--- config.mk ---
export PLATFORM = sky130hd
export DESIGN_NAME = deskew_align
export DESIGN_NICKNAME = d
export VERILOG_FILES = /design/src/rtl/deskew_align.sv
export SDC_FILE = /design/constraint.sdc
export NUM_CORES = 1
export LEC_CHECK = 0
export CORE_ASPECT_RATIO = 1.5
export CORE_MARGIN = 8
export CORE_UTILIZATION = 30
export CTS_CLUSTER_SIZE = 30
export DETAILED_ROUTE_END_ITERATION = 6
export PLACE_DENSITY = 0.63
export SYNTH_ARGS = -nofsm -noshare
export SYNTH_HDL_FRONTEND = slang
export SYNTH_SLANG_ARGS = --single-unit
--- constraint.sdc ---
create_clock -name clk -period 4.06 [get_ports clk]
set_input_delay 0.406 -clock clk [delete_from_list [all_inputs] [get_ports clk]]
set_output_delay 0.406 -clock clk [all_outputs]
set_load 0.1 [all_outputs]
--- src/rtl/deskew_align.sv ---
// Re-aligns the staggered lanes of a systolic array into one parallel word.
// Lane i is delayed by (N-1-i)*STEP cycles so every lane of a sample leaves together.
module deskew_align #(
    parameter int N           = 5,
    parameter int DATA_LENGTH = 8,
    parameter int STEP        = 1
) (
    input  logic                        clk,
    input  logic                        rst,
    input  logic                        in_valid,
    input  logic [N*DATA_LENGTH-1:0]    din,
    output logic                        out_valid,
    output logic [N*DATA_LENGTH-1:0]    dout,
    output logic                        busy,
    output logic [15:0]                 sample_count
);

    localparam int L = (N - 1) * STEP;

    logic [L-1:0]               vld_r;
    logic [N*DATA_LENGTH-1:0]   aligned_s;

    for (genvar i = 0; i < N; i++) begin : g_lane
        localparam int DEPTH = (N - 1 - i) * STEP;
        if (DEPTH == 0) begin : g_direct
            assign aligned_s[i*DATA_LENGTH +: DATA_LENGTH] = din[i*DATA_LENGTH +: DATA_LENGTH];
        end else begin : g_chain
            logic [DATA_LENGTH-1:0] chain_r [DEPTH];

            // Per-lane delay line; shifts every cycle, validity travels separately.
            always_ff @(posedge clk) begin
                if (rst) begin
                    for (int j = 0; j < DEPTH; j++) begin
                        chain_r[j] <= {DATA_LENGTH{1'b0}};
                    end
                end else begin
                    chain_r[0] <= din[i*DATA_LENGTH +: DATA_LENGTH];
                    for (int j = 1; j < DEPTH; j++) begin
                        chain_r[j] <= chain_r[j-1];
                    end
                end
            end

            assign aligned_s[i*DATA_LENGTH +: DATA_LENGTH] = chain_r[DEPTH-1];
        end
    end

    // Valid delay line matching the deepest data lane.
    always_ff @(posedge clk) begin
        if (rst) begin
            vld_r <= {L{1'b0}};
        end else begin
            vld_r[0] <= in_valid;
            for (int j = 1; j < L; j++) begin
                vld_r[j] <= vld_r[j-1];
            end
        end
    end

    // Output register: captures all lanes only for a valid slot, otherwise holds.
    always_ff @(posedge clk) begin
        if (rst) begin
            out_valid    <= 1'b0;
            dout         <= {(N*DATA_LENGTH){1'b0}};
            sample_count <= 16'd0;
        end else begin
            out_valid <= vld_r[L-1];
            if (vld_r[L-1]) begin
                dout         <= aligned_s;
                sample_count <= sample_count + 16'd1;
            end
        end
    end

    assign busy = (|vld_r) | out_valid;

endmodule

==> impl_metrics.toml, run 1 <==
[sta]
fin_crit_sh_pct = 61.0
tns_ps = 0
worst_pin_slew_ps = 1060
rsz0062_at_grt = "false"
maxSlewHeadroom_pct = 29.2
finalHoldViolations = 0
slew_viol_final = 0
setup_ws_ps = 1580
timing.fmax_ghz = 0.404
min_period_ps = 2480
setup_viol = 0
clock_skew_ps = 7.21

[setup_path]
max_stage_delay_ps = 1200
cpMaxStageDelayCell = "clkdlybuf4s50_1"
arrival_ps = 2070
required_ps = 3650
worstSetupStartpointType = "register"
path_max_fanout = 6
critical-path-top-delay-family = "buffers and inverters"
crit_chain = "clkdlybuf4s50_1"
path_class = "register to output port"
endpoint_kind = "output port"
path_buf_inv = 1

[cells_and_area]
syn2layout_area_growth_pct = 40.4
mostFrequentLayoutCell = "dfxtp_1"
layout-drive-gt1-share_pct = 7.71
stdcell_count = 702
nets = 539
n_antenna_cell = 0
layout_common_cells = "dfxtp_1 (140), clkdlybuf4s50_1 (99), nor2b_1 (88), nor2_1 (56), mux2i_1 (41)"

[logic_synthesis]
ys_top_cells_by_area = "dfxtp_1 (64%), nor2b_1 (12%), mux2i_1 (9.3%), nor2_1 (4.8%), xor2_1 (1.2%)"
synth_area_leader_cell = "dfxtp_1"
yosys.area.top_type_share_pct = 63.9
netlist_area_um2 = 4420
synth.distinct_cells = 27
syn_inst = 396
syn_area_per_cell_um2 = 11.2
yosysSeqAreaShare_pct = 63.9
ys_ff_latch = 141
yosysWarnings = 0
synth_nets = 440

[global_route]
use_met2_pct = 17.8
overflow = 0
track_usage_pct = 10.2
grt_max_degree = 112
antenna_found_initial = 0
grt_busiest_layer = "met2"
grt_pass1_vias = 3008
grtUsageMet3_pct = 3.92
use_met1_pct = 9.78
grt_first_pass_wirelength_um = 14900

[routing]
drc = 0
drt_iter0_markers = 125
wl_um = 9040
vias = 2882
dr.pass1.iters = 4
ant_nets = 0
avgViaCountPerCell = 4.11
drt-wirelength-per-cell_um = 12.9

[floorplan]
num_rows = 54
die_h_um = 165
coreArea_um2 = 14500
initial_core_util_pct = 30.6
pin_count = 101
die_area_um2 = 18900
die_w_um = 115

[power_and_ir_drop]
power.density_nw_per_um2 = 510
power_leakage_uw = 0.00229
irDropWorstVdd_mv = 0.244

[placed_design]
dp_cells = 672
post-place-ws_ps = 1750
port_buffers = 100
globalplace.congestion = 0.743
hpwl_um = 6120

[clocking]
hold_buffers = 0
clock_path_buffers = 2
path_clk_slew_ps = 60
cts_setup_buffers = 0
cts_root_buf = "clkbuf_16"
cts_sinks = 141
htree_levels = 4
cts_tree = "done"
cts_buffers = 17
clk_latency_ps = 400
ctsResizeCount = 0

[outcome]
outcome = "completed"

[run]
drv_cap = 0

[hold_path]
hold_path.class = "register to register"
[Yosys cell counts (all sizes together)]
master  number
a21oi        2
a31o         1
and2b        1
and3         1
and4         2
buf         13
clkbuf       9
dfxtp      141
ha           1
inv          1
mux2         3
mux2i       41
nand2        6
nand2b       1
nand3        5
nand4        6
nor2        56
nor2b       88
nor3         4
nor4         1
o21ai        1
or3          1
or4          1
xnor2        4
xor2         6
[through the flow]
stage	hold WS (ps)	util, %	area (um2)	power, uW
after floorplan	414	-	4420	1530
after global placement	416	38.6	5580	1590
after detailed placement	420	38.6	5580	1590
after CTS	430	42.9	6200	3210
after global routing	446	42.9	6200	3290
final	428	42.9	6200	3160
[sequential cells by signal (all words and copies together) (netlist names)]
signal                  flops
sample_count               16
dout                       40
vld_r                       4
out_valid                   1
g_lane.g_chain.chain_r     80
[layer usage]
layer  part of all wire [%]  wire [um]
met5                      0          0
met4                    3.2        285
met3                    5.6        508
met2                     53       4790
met1                     38       3450
[worst paths after layout]
path,from,end,slack [ps],depth (start not counted)
min,g_lane[0].g_chain.chain_r[2][0],g_lane[0].g_chain.chain_r[3][0],430,1
max,sample_count[2],sample_count[2],1580,1
max reg2reg,vld_r[3],sample_count[12],1800,5
min reg2reg,g_lane[0].g_chain.chain_r[2][0],g_lane[0].g_chain.chain_r[3][0],430,1
[layout make-up]
class / instances / area (um2)
clock inverter: 11 / 166
timing repair buffer: 102 / 1010
sequential: 141 / 2820
multi-input combinational: 232 / 1500
inverter: 1 / 3.75
fill: 1436 / 8260
clock buffer: 19 / 453
tap: 196 / 245
[logic make-up (layout without fill, tap and decap cells)]
| kind of cell | count (synthesis) | count (layout) | share of synthesized area [%] |
|---|---|---|---|
| compound gates | 4 | 4 | 0.538 |
| xor+xnor | 10 | 10 | 1.98 |
| fa+ha+maj | 1 | 1 | 0.283 |
| buf+inv | 23 | 133 | 2.21 |
| flops | 141 | 141 | 63.9 |
| mux | 44 | 44 | 10.1 |
| simple gates | 173 | 173 | 21.0 |
[power breakdown]
group	switching (uW)	internal, uW
logic	66.4	64.5
clock network	552	1050
registers	8.28	1420
total	627	2540
Note: power is estimated with default switching activity, not from simulation.
==> inputs of run 2 (changes only) <==
--- a/config.mk
+++ b/config.mk
@@ -10,7 +10,7 @@
 export CORE_UTILIZATION = 30
 export CTS_CLUSTER_SIZE = 30
 export DETAILED_ROUTE_END_ITERATION = 6
-export PLACE_DENSITY = 0.63
+export PLACE_DENSITY = 0.65
 export SYNTH_ARGS = -nofsm -noshare
 export SYNTH_HDL_FRONTEND = slang
 export SYNTH_SLANG_ARGS = --single-unit
==> constraint.sdc (replaced) <==
create_clock -name clk -period 2.1 [get_ports clk]
set_input_delay 0.21 -clock clk [delete_from_list [all_inputs] [get_ports clk]]
set_output_delay 0.21 -clock clk [all_outputs]
set_load 0.1 [all_outputs]
==> run 2 against run 1 <==
Utilization is 0.66 points lower; sequential cell count did not move; count of clock-buffer cells in the layout increased by 1; sequential power increased by 93%; combinational power is 100% higher; largest cell class unchanged; largest power group unchanged.
==> impl_metrics.toml, run 2 (synthesis results as in run 1) <==
[setup_path]
crit_cells = 4
worstSetupStartpointType = "register"
path_buf_inv = 2
r2r_setup_slack_ps = 560
arrival_ps = 1570
path_max_fanout = 19
cpMaxStageDelayCell = "dfxtp_2"
max_stage_delay_ps = 390
reg2reg_from = "sample_count[3]"
required_ps = 1890
r2r-end = "sample_count[12]"
path_class = "register to output port"
ff2ff_path_depth = 4
critical-path-top-delay-family = "buffers and inverters"
crit_chain = "buf_4 -> nor3_1 -> nand2_1 -> buf_12"
endpoint_kind = "output port"

[cells_and_area]
n_antenna_cell = 0
layout_common_cells = "dfxtp_1 (131), nor2b_1 (88), buf_4 (61), nor2_1 (56)"
nets = 542
syn2layout_area_growth_pct = 38.3
finalInstanceArea_um2 = 6110
largest_register = "g_lane.g_chain.chain_r"
mostFrequentLayoutCell = "dfxtp_1"
stdcell_count = 706
largest_reg_flops = 80
layout-drive-gt1-share_pct = 21.4
top_regs = "g_lane.g_chain.chain_r (80), dout (40), sample_count (16)"
fillers = 1423

[clocking]
htree_levels = 4
hold_buffers = 0
ctsResizeCount = 0
cts_setup_buffers = 0
cts_sinks = 141
clk_latency_ps = 400
path_clk_slew_ps = 50
clock_path_buffers = 2
cts_buffers = 17
cts_tree = "done"
cts_root_buf = "clkbuf_16"

[placed_design]
placed_cell_area_um2 = 5510
port_buffers = 100
hpwl_um = 6030
dp_cells = 675
globalplace.congestion = 0.758

[routing]
dr.pass1.iters = 3
avgViaCountPerCell = 4.07
drt-wirelength-per-cell_um = 12.4
vias = 2875
drt_iter0_markers = 99
ant_nets = 0
drc = 0
wl_um = 8770

[sta]
min_period_ps = 1780
clock_skew_ps = 6.43
finalHoldViolations = 0
whs_ps = 285
worst_pin_slew_ps = 472
setup_viol = 0
rsz0062_at_grt = "false"
tns_ps = 0
timing.fmax_ghz = 0.561
slew_viol_final = 0
maxSlewHeadroom_pct = 68.5
fin_crit_sh_pct = 84.9

[hold_path]
whs_path_depth = 3
hold_end = "sample_count[9]"
min_from = "rst"
hold_path.class = "input port to register"

[floorplan]
initial_core_util_pct = 30.6
die_h_um = 165
pin_count = 101
die_area_um2 = 18900
die_w_um = 115
coreArea_um2 = 14500
num_rows = 54

[global_route]
grt_pass1_vias = 2926
grt_first_pass_wirelength_um = 14000
antenna_found_initial = 0
grt_max_degree = 79
track_usage_pct = 9.60
overflow = 0

[outcome]
outcome = "completed"

[power_and_ir_drop]
power.density_nw_per_um2 = 984
irDropWorstVdd_mv = 0.360
p_total_uw = 6010
power_leakage_uw = 0.00242

[run]
drv_cap = 0
==> run 2: cell count changes in the layout (fill, tap and decap cells not counted), sizes merged <==
cell           previous run  this run
clkdlybuf4s50            99        41
clkinv                    6         4
bufinv                    4         3
clkinvlp                  0         3
buf                       3        64
clkbuf                   19        20
==> run 2: through the flow <==
stage / util, % / setup slack, ps
6_report: 42.2 / 317
5_1_grt: 42.2 / 216
4_1_cts: 42.2 / 275
3_5_place_dp: 38.1 / 589
3_3_place_gp: 38.1 / 592
2_1_floorplan: - / 14.2
==> run 2: power by group <==
group	switching (uW)	total (uW)	internal (uW)
combinational	129	262	133
sequential	16.9	2760	2750
clock	1070	2990	1920
==> run 2: worst reg2reg max path: stages (launching register included) <==
cell and delay (ps):
dfxtp_2 390, nand4_2 190, or4_1 560, xnor2_1 140, and2b_1 160
==> run 2: cell type report <==
cell class	count	area, um2	area share [%]
Sequential cell	141	2840	46.4
Multi-Input combinational cell	232	1500	24.5
Timing Repair Buffer	105	928	15.2
Clock buffer	20	457	7.48
Tap cell	196	245	4.01
Clock inverter	11	141	2.31
Inverter	1	3.75	0.0615
==> run 2: per-layer routing <==
layer | track usage [%] | vias up | wire length [um]
met2 | 17.2 | 56 | 4670
li1 | - | 1470 | -
met3 | 3.77 | 14 | 467
met4 | 5.52 | 0 | 181
met1 | 9.12 | 1335 | 3440
met5 | 0 | - | 0
==> run 2: worst max path at each step <==
stage / endpoint / slack (ps) / from
after floorplan: sample_count[12] / 10 / sample_count[9]
after global placement: sample_count[12] / 590 / sample_count[0]
after detailed placement: sample_count[12] / 590 / sample_count[0]
after CTS: busy / 270 / vld_r[3]
after global routing: busy / 220 / vld_r[3]
final: busy / 320 / vld_r[3]
==> inputs of run 3 (changes only) <==
--- a/config.mk
+++ b/config.mk
@@ -10,7 +10,7 @@
 export CORE_UTILIZATION = 30
 export CTS_CLUSTER_SIZE = 30
 export DETAILED_ROUTE_END_ITERATION = 6
-export PLACE_DENSITY = 0.65
+export PLACE_DENSITY = 0.63
 export SYNTH_ARGS = -nofsm -noshare
 export SYNTH_HDL_FRONTEND = slang
 export SYNTH_SLANG_ARGS = --single-unit
==> constraint.sdc (replaced) <==
create_clock -name clk -period 1.9 [get_ports clk]
set_input_delay 0.19 -clock clk [delete_from_list [all_inputs] [get_ports clk]]
set_output_delay 0.19 -clock clk [all_outputs]
set_load 0.1 [all_outputs]
==> run 3 against run 2 <==
Sequential power up 11%; clock skew barely moved; routed wire length rose by 5.3%; worst setup slack worse by 120 ps; largest cell class unchanged; largest power group unchanged; highest routed layer unchanged.
==> impl_metrics.toml, run 3 (synthesis results as in run 1) <==
[sta]
fin_crit_sh_pct = 89.5
clock_skew_ps = 6.76
rsz0062_at_grt = "false"
setup_viol = 0
worst_pin_slew_ps = 362
finalHoldViolations = 0
slew_viol_final = 0
min_period_ps = 1700
timing.fmax_ghz = 0.588
maxSlewHeadroom_pct = 75.8
tns_ps = 0

[clocking]
htree_levels = 4
path_clk_slew_ps = 60
cts_tree = "done"
clock_path_buffers = 2
cts_setup_buffers = 0
clk_latency_ps = 400
ctsResizeCount = 0
hold_buffers = 0
cts_sinks = 141
cts_buffers = 17
cts_root_buf = "clkbuf_16"

[floorplan]
initial_core_util_pct = 30.6
die_area_um2 = 18900
die_h_um = 165
num_rows = 54
die_w_um = 115
pin_count = 101
coreArea_um2 = 14500

[routing]
wl_um = 9230
ant_nets = 0
vias = 2890
drc = 0
drt-wirelength-per-cell_um = 13.1
dr.pass1.iters = 4
avgViaCountPerCell = 4.10
drt_iter0_markers = 139

[global_route]
grt_max_degree = 64
grt_first_pass_wirelength_um = 14900
overflow = 0
track_usage_pct = 10.2
grt_pass1_vias = 3037
antenna_found_initial = 0

[setup_path]
endpoint_kind = "output port"
cp_common_cell = "buf_12"
crit_chain = "buf_12 -> nor3_1 -> nand2_1 -> buf_12"
path_max_fanout = 51
worstSetupStartpointType = "register"
cpMaxStageDelayCell = "dfxtp_2"
arrival_ps = 1510
required_ps = 1710
r2r_setup_slack_ps = 410
max_stage_delay_ps = 350
path_class = "register to output port"

[cells_and_area]
top_regs = "g_lane.g_chain.chain_r (80), dout (40), sample_count (16)"
finish.utilization_pct = 42.7
nets = 541
syn2layout_area_growth_pct = 39.8
n_antenna_cell = 0
mostFrequentLayoutCell = "dfxtp_1"
largest_register = "g_lane.g_chain.chain_r"
layout-drive-gt1-share_pct = 22.0
largest_reg_flops = 80
layout_common_cells = "dfxtp_1 (128), nor2b_1 (88), buf_4 (59), nor2_1 (56)"
fillers = 1411

[power_and_ir_drop]
power_leakage_uw = 0.00245
irDropWorstVdd_mv = 0.476
combPwrFrac_pct = 4.2
swShare_pct = 20.1
p_sw_uw = 1390
p_int_uw = 5550
power.density_nw_per_um2 = 1120
clock_power_share_pct = 51.9
seq_power_share_pct = 43.9

[placed_design]
port_buffers = 100
hpwl_um = 6260
globalplace.congestion = 0.749

[run]
drv_cap = 0

[outcome]
outcome = "completed"

[hold_path]
hold_path.class = "input port to register"
==> run 3: final timing paths <==
| kind | startpoint | end | cells past startpoint |
|---|---|---|---|
| worst min-delay path | rst | sample_count[10] | 2 |
| worst max register to register | vld_r[3] | sample_count[5] | 4 |
| worst max-delay path | vld_r[3] | busy | 4 |
| worst min register to register | g_lane[0].g_chain.chain_r[1][0] | g_lane[0].g_chain.chain_r[2][0] | 1 |
==> run 3: critical path, delay by kind of cell, from the launching register on <==
family	cells	cell delay [ps]
buffers and inverters	2	510
DFF	1	350
and+or+nand+nor	2	240
==> run 3: through the flow <==
| stage | area [um2] | hold WS, ps | cells | worst slack, ps | power, uW |
|---|---|---|---|---|---|
| floorplan | 4440 | 318 | 396 | 7.99 | 3270 |
| global placement | 5520 | 416 | 674 | 426 | 3400 |
| detailed placement | 5520 | 420 | 674 | 382 | 3410 |
| CTS | 6170 | 128 | 705 | 144 | 7050 |
| global route | 6170 | 147 | 705 | 97.1 | 7230 |
| finish | 6170 | 140 | 705 | 199 | 6940 |
==> run 3: power by group through the flow <==
stage / Combinational (uW) / Clock (uW) / Sequential, uW
2_1_floorplan: 127 / 0 / 3150
3_3_place_gp: 290 / 0 / 3110
3_5_place_dp: 296 / 0 / 3120
4_1_cts: 297 / 3710 / 3050
5_1_grt: 315 / 3850 / 3060
6_report: 291 / 3600 / 3050
==> run 3: final cells by class <==
class / instances / area (um2) / share of cell area (%)
clock buffers: 18 / 439 / 7.11
clock inverters: 13 / 211 / 3.42
inverters: 1 / 3.75 / 0.0608
multi-input cells: 232 / 1500 / 24.3
flip-flops and latches: 141 / 2840 / 46.1
well taps: 196 / 245 / 3.97
repair buffers: 104 / 933 / 15.1
==> run 3: routing by layer <==
layer,up-vias,global-route usage (%),part of all wire [%]
met5,-,0,0
met4,0,5.52,1.7
met3,11,3.51,4.4
met2,54,18.9,56
met1,1353,9.52,38
li1,1472,-,-
